--- config.mk ---
export PLATFORM = sky130hd
export DESIGN_NAME = axis_uart_tx_arbiter
export DESIGN_NICKNAME = d
export VERILOG_FILES = /design/src/rtl/axis_uart_tx_arbiter.sv
export SDC_FILE = /design/constraint.sdc
export NUM_CORES = 1
export LEC_CHECK = 0
export ABC_CLOCK_PERIOD_IN_PS = 2250
export CORE_UTILIZATION = 61
export DETAILED_ROUTE_END_ITERATION = 10
export DONT_BUFFER_PORTS = 1
export PLACE_DENSITY = 0.75
export SYNTH_ARGS = -nofsm -noshare
export SYNTH_HDL_FRONTEND = slang
export SYNTH_SLANG_ARGS = --single-unit
--- constraint.sdc ---
create_clock -name clk -period 2.25 [get_ports clk]
set_clock_uncertainty 0.15 [all_clocks]
set_input_delay 0.3375 -clock clk [delete_from_list [all_inputs] [get_ports clk]]
set_output_delay 0.3375 -clock clk [all_outputs]
set_load 0.02 [all_outputs]
--- src/rtl/axis_uart_tx_arbiter.sv ---
// Round-robin, packet-locked arbiter that shares one AXI-Stream UART TX path between
// N_PORTS byte-stream requesters. A grant is held until tlast or a burst-limit release.
module axis_uart_tx_arbiter #(
    parameter int unsigned WIDTH       = 8,
    parameter int unsigned N_PORTS     = 4,
    parameter int unsigned MAX_BURST   = 64,
    localparam int unsigned IDX_W      = $clog2(N_PORTS)
) (
    input  logic                       clk,
    input  logic                       rst,
    input  logic [N_PORTS*WIDTH-1:0]   s_axis_data,
    input  logic [N_PORTS-1:0]         s_axis_valid,
    input  logic [N_PORTS-1:0]         s_axis_last,
    output logic [N_PORTS-1:0]         s_axis_ready,
    output logic [WIDTH-1:0]           m_axis_data,
    output logic                       m_axis_valid,
    output logic                       m_axis_last,
    input  logic                       m_axis_ready,
    output logic                       grant_active,
    output logic [IDX_W-1:0]           grant_idx,
    output logic                       burst_cut
);

    localparam int unsigned CNT_W          = (MAX_BURST == 0) ? 1 : $clog2(MAX_BURST + 1);
    localparam int unsigned BURST_LAST_INT = (MAX_BURST == 0) ? 0 : MAX_BURST - 1;
    localparam logic [CNT_W-1:0] BurstLast = CNT_W'(BURST_LAST_INT);
    localparam logic [IDX_W-1:0] LastPort  = IDX_W'(N_PORTS - 1);

    typedef enum logic [0:0] {StIdle, StGrant} state_e;

    state_e           state_q, state_d;
    logic [IDX_W-1:0] rr_ptr_q, rr_ptr_d;
    logic [IDX_W-1:0] grant_idx_q, grant_idx_d;
    logic [CNT_W-1:0] beat_cnt_q, beat_cnt_d;
    logic             burst_cut_q, burst_cut_d;

    logic [WIDTH-1:0] port_data [N_PORTS];

    for (genvar gi = 0; gi < N_PORTS; gi++) begin : g_unpack
        assign port_data[gi] = s_axis_data[gi*WIDTH +: WIDTH];
    end

    // Round-robin pick: lowest requester at or above rr_ptr, else lowest overall (wrap).
    logic             any_req;
    logic             hit_hi;
    logic [IDX_W-1:0] pick_hi;
    logic [IDX_W-1:0] pick_lo;
    logic [IDX_W-1:0] pick_idx;

    assign any_req = |s_axis_valid;

    always_comb begin
        hit_hi  = 1'b0;
        pick_hi = '0;
        pick_lo = '0;
        for (int i = N_PORTS - 1; i >= 0; i--) begin
            if (s_axis_valid[i]) begin
                pick_lo = IDX_W'(i);
                if (i >= int'(rr_ptr_q)) begin
                    hit_hi  = 1'b1;
                    pick_hi = IDX_W'(i);
                end
            end
        end
        pick_idx = hit_hi ? pick_hi : pick_lo;
    end

    logic [IDX_W-1:0] next_ptr;
    logic             beat_acc;

    assign next_ptr = (grant_idx_q == LastPort) ? '0 : grant_idx_q + IDX_W'(1);

    always_comb begin
        state_d      = state_q;
        rr_ptr_d     = rr_ptr_q;
        grant_idx_d  = grant_idx_q;
        beat_cnt_d   = beat_cnt_q;
        burst_cut_d  = 1'b0;
        s_axis_ready = '0;
        m_axis_data  = '0;
        m_axis_valid = 1'b0;
        m_axis_last  = 1'b0;
        beat_acc     = 1'b0;

        unique case (state_q)
            StIdle: begin
                if (any_req) begin
                    grant_idx_d = pick_idx;
                    state_d     = StGrant;
                end
            end
            StGrant: begin
                m_axis_data               = port_data[grant_idx_q];
                m_axis_valid              = s_axis_valid[grant_idx_q];
                m_axis_last               = s_axis_last[grant_idx_q];
                s_axis_ready[grant_idx_q] = m_axis_ready;
                beat_acc                  = s_axis_valid[grant_idx_q] && m_axis_ready;
                if (beat_acc) begin
                    if (s_axis_last[grant_idx_q]) begin
                        state_d    = StIdle;
                        rr_ptr_d   = next_ptr;
                        beat_cnt_d = '0;
                    end else if (MAX_BURST != 0 && beat_cnt_q == BurstLast) begin
                        // Forced release; the rest of the packet re-arbitrates later.
                        state_d     = StIdle;
                        rr_ptr_d    = next_ptr;
                        beat_cnt_d  = '0;
                        burst_cut_d = 1'b1;
                    end else begin
                        beat_cnt_d = beat_cnt_q + CNT_W'(1);
                    end
                end
            end
            default: state_d = StIdle;
        endcase
    end

    always_ff @(posedge clk or posedge rst) begin
        if (rst) begin
            state_q     <= StIdle;
            rr_ptr_q    <= '0;
            grant_idx_q <= '0;
            beat_cnt_q  <= '0;
            burst_cut_q <= 1'b0;
        end else begin
            state_q     <= state_d;
            rr_ptr_q    <= rr_ptr_d;
            grant_idx_q <= grant_idx_d;
            beat_cnt_q  <= beat_cnt_d;
            burst_cut_q <= burst_cut_d;
        end
    end

    assign grant_active = (state_q == StGrant);
    assign grant_idx    = grant_idx_q;
    assign burst_cut    = burst_cut_q;

endmodule
==> key figures <==
Placement
  – Routability Congestion: 0.805
  – HPWL Detailed: 1930 um
  – Port Buf Inserts: 0
  – Placed instance count: 109
  – DP Worst Slack: 276 ps

Floorplan
  – Die Area: 1880 um2
  – Die Y: 43.4 um
  – Starting Density: 66.9%
  – Die X: 43.4 um
  – I/O pin count: 61
  – Row count: 14
  – Core Area: 1560 um2

Drt
  – WL/cell: 20.8 um
  – Routed Antenna Nets: 0
  – DRC Markers: 14
  – Detailed Route Iter0 Violations: 36
  – DRT Wirelength: 2370 um
  – Via count: 793
  – Via density: 6.96
  – Drt pass-1 iters: 7

Min path
  – Hold depth: 2
  – Hold path startpoint: s_axis_valid[2]
  – Hold Crit Class: primary input to register
  – WHS Endpoint: grant_active

STA
  – Period utilisation layout: 95.6%
  – PnR worst setup slack: 99.3 ps
  – Fin. Hold Viols: 0
  – Setup TNS: 0 ps
  – Slew Limit Fails: 0
  – Worst slew pin tran: 479 ps
  – Final setup vio count: 0
  – Tmin final: 2150 ps
  – Worst slew margin: 68.0%
  – Maximum clock rate: 465 MHz
  – RSZ-0062 raised after global routing: no

Setup path
  – Critical path class: register to output pin
  – CP Capture Type: output pin
  – Reg2Reg Capture Point: rr_ptr_q[0]
  – RR Startpoint: grant_idx[0]
  – CP max FO: 9
  – R2R depth: 4
  – Reg2Reg Setup Slack: 310 ps
  – Crit start category: register
  – Worst Path Arrival: 1660 ps
  – Crit path required time: 1760 ps

Finish
  – Area delta synth->final: 6.48%
  – Commonest non-fill, non-tap cells in the layout: 13 x and2_1, 12 x dfrtp_1, 10 x mux4_2
  – ANT cells: 0
  – Commonest non-fill, non-tap cell in the layout: and2_1
  – Final nets: 147
  – Cell Count, Final, Fillers Out: 114
  – Proportion of layout cells with a drive suffix above 1: 22.4%
  – Filler Cell Count: 125

Yosys
  – Number of synthesized flops with an enable pin: 0
  – Syn Area/Cell: 11.2 um2
  – Yosys Warn Count: 0
  – Cells after synthesis: 93
  – Synth top area cells: dfrtp_1 31%, mux4_2 22%, and2_1 7.8%
  – Ys async rst share: 100%
  – Post-synth top area cell: dfrtp_1
  – Yosys top cell area share: 31.2%
  – Post-Synthesis Cell Area: 1040 um2
  – Top FF cell, synth: dfrtp_1
  – Seq/Total Area, Yosys: 31.2%
  – Syn nets: 141
  – Distinct cells, synth: 29
  – Flops & latches, synth: 13

Clocking
  – Num CTS Buffers: 3
  – CTS tree: done
  – Clock-pin slew on the worst setup and hold paths: 80 ps
  – Clock Latency Late Sink: 290 ps
  – # clock sinks: 13
  – CTS Root Cell: clkbuf_4
  – Clock Tree Buf Depth: 2
  – Postcts setup bufs: 0
  – H-tree levels: 1

Global routing
  – First-pass GRT wire length: 3560 um
  – Overflow after GRT: 0
  – GRT Total Usage: 27.1%
  – Vias in the first global route: 751
  – Largest net degree at the start of global routing: 18
  – Initial antenna violation count: 0

Power and ir drop
  – Worst VDD drop: 0.709 mV
  – P per Cell Area: 1250 nW/um2
  – Leakage Power: 0.500 nW

Outcome
  – Failing checks: design-rule violations
  – Status: finished, violations left

Run
  – MaxCap Viol Count: 0
## critical path: stages, from the launching register on
cell     delay [ps]
dfrtp_2         420
buf_6           190
mux4_2          520
and2_1          240
## power by group
part           switching (W)  internal, W  leakage, nW
sequential         0.0000786     0.000292        0.167
clock              0.0000801    0.0000691       0.0150
combinational       0.000484     0.000387        0.319
## how the worst max path moves through the flow
stage,endpoint,slack (ps),from
finish,m_axis_data[4],100,grant_idx[0]
floorplan,rr_ptr_q[0],120,grant_idx[1]
detailed placement,rr_ptr_q[1],280,grant_idx[0]
global route,m_axis_data[4],50,grant_idx[0]
global placement,rr_ptr_q[1],340,grant_idx[0]
CTS,m_axis_data[4],30,grant_idx[0]
## registers in the layout (all words and copies together), names as in the netlist
name and cells:
burst_cut 1, grant_idx 2, grant_active 1, beat_cnt_q 7
rr_ptr_q 2
## cells in the mapped netlist, types with 2 or more instances
cell type and n:
o21ai_0 2, mux4_2 10, mux2_4 2, nand2b_1 2
mux2i_1 2, nand4_1 2, and2_1 13, nand3_1 2
inv_1 4, a22o_1 2, a21oi_1 2, dfrtp_1 13
and3_1 6, nor2_1 8, xor2_1 4, ha_1 5
clkbuf_1 2
## per-layer routing
layer | global-route usage (%) | vias up | share of wire [%]
met5 | 0 | - | 0
met4 | 12.5 | 0 | 1.8
met3 | 8.33 | 9 | 8.4
met2 | 45.8 | 40 | 52
met1 | 31.6 | 386 | 38
li1 | - | 358 | -
## per-stage QoR
| stage | hold slack (ps) | instance area (um2) | utilization [%] | power [W] |
|---|---|---|---|---|
| 2_1_floorplan | 64.5 | 1040 | - | 0.00110 |
| 3_3_place_gp | 119 | 1070 | 68.6 | 0.00121 |
| 3_5_place_dp | 124 | 1070 | 68.6 | 0.00124 |
| 4_1_cts | 105 | 1110 | 71.2 | 0.00139 |
| 5_1_grt | 131 | 1110 | 71.3 | 0.00148 |
| 6_report | 103 | 1110 | 71.3 | 0.00139 |
## final cells by class
type | count | area [um2] | share of cell area [%]
clock buffer | 4 | 26.3 | 2.36
sequential | 13 | 327 | 29.4
tap | 16 | 20.0 | 1.80
multi-input combinational | 72 | 679 | 61.1
inverter | 4 | 15.0 | 1.35
timing repair buffer | 5 | 43.8 | 3.94
## cell families (layout without fill, tap and decap cells)
family / count (synthesis) / count (layout) / synth area share, %
DFF: 13 / 13 / 31.2
adders and majority gates: 5 / 5 / 6.00
xor gates and xnor gates: 4 / 4 / 3.36
AOI/OAI and AO/OA: 12 / 12 / 8.51
muxes: 14 / 14 / 26.4
buffers and inverters: 8 / 13 / 3.72
and+or+nand+nor: 37 / 37 / 20.9
## timing repair
item	4_1_cts	5_1_grt
resized for setup	1	1
setup endpoints to repair	1	2
hold buffers	1	0
endpoints found under the hold margin	13	0
Power figures use the tool's default switching activity.
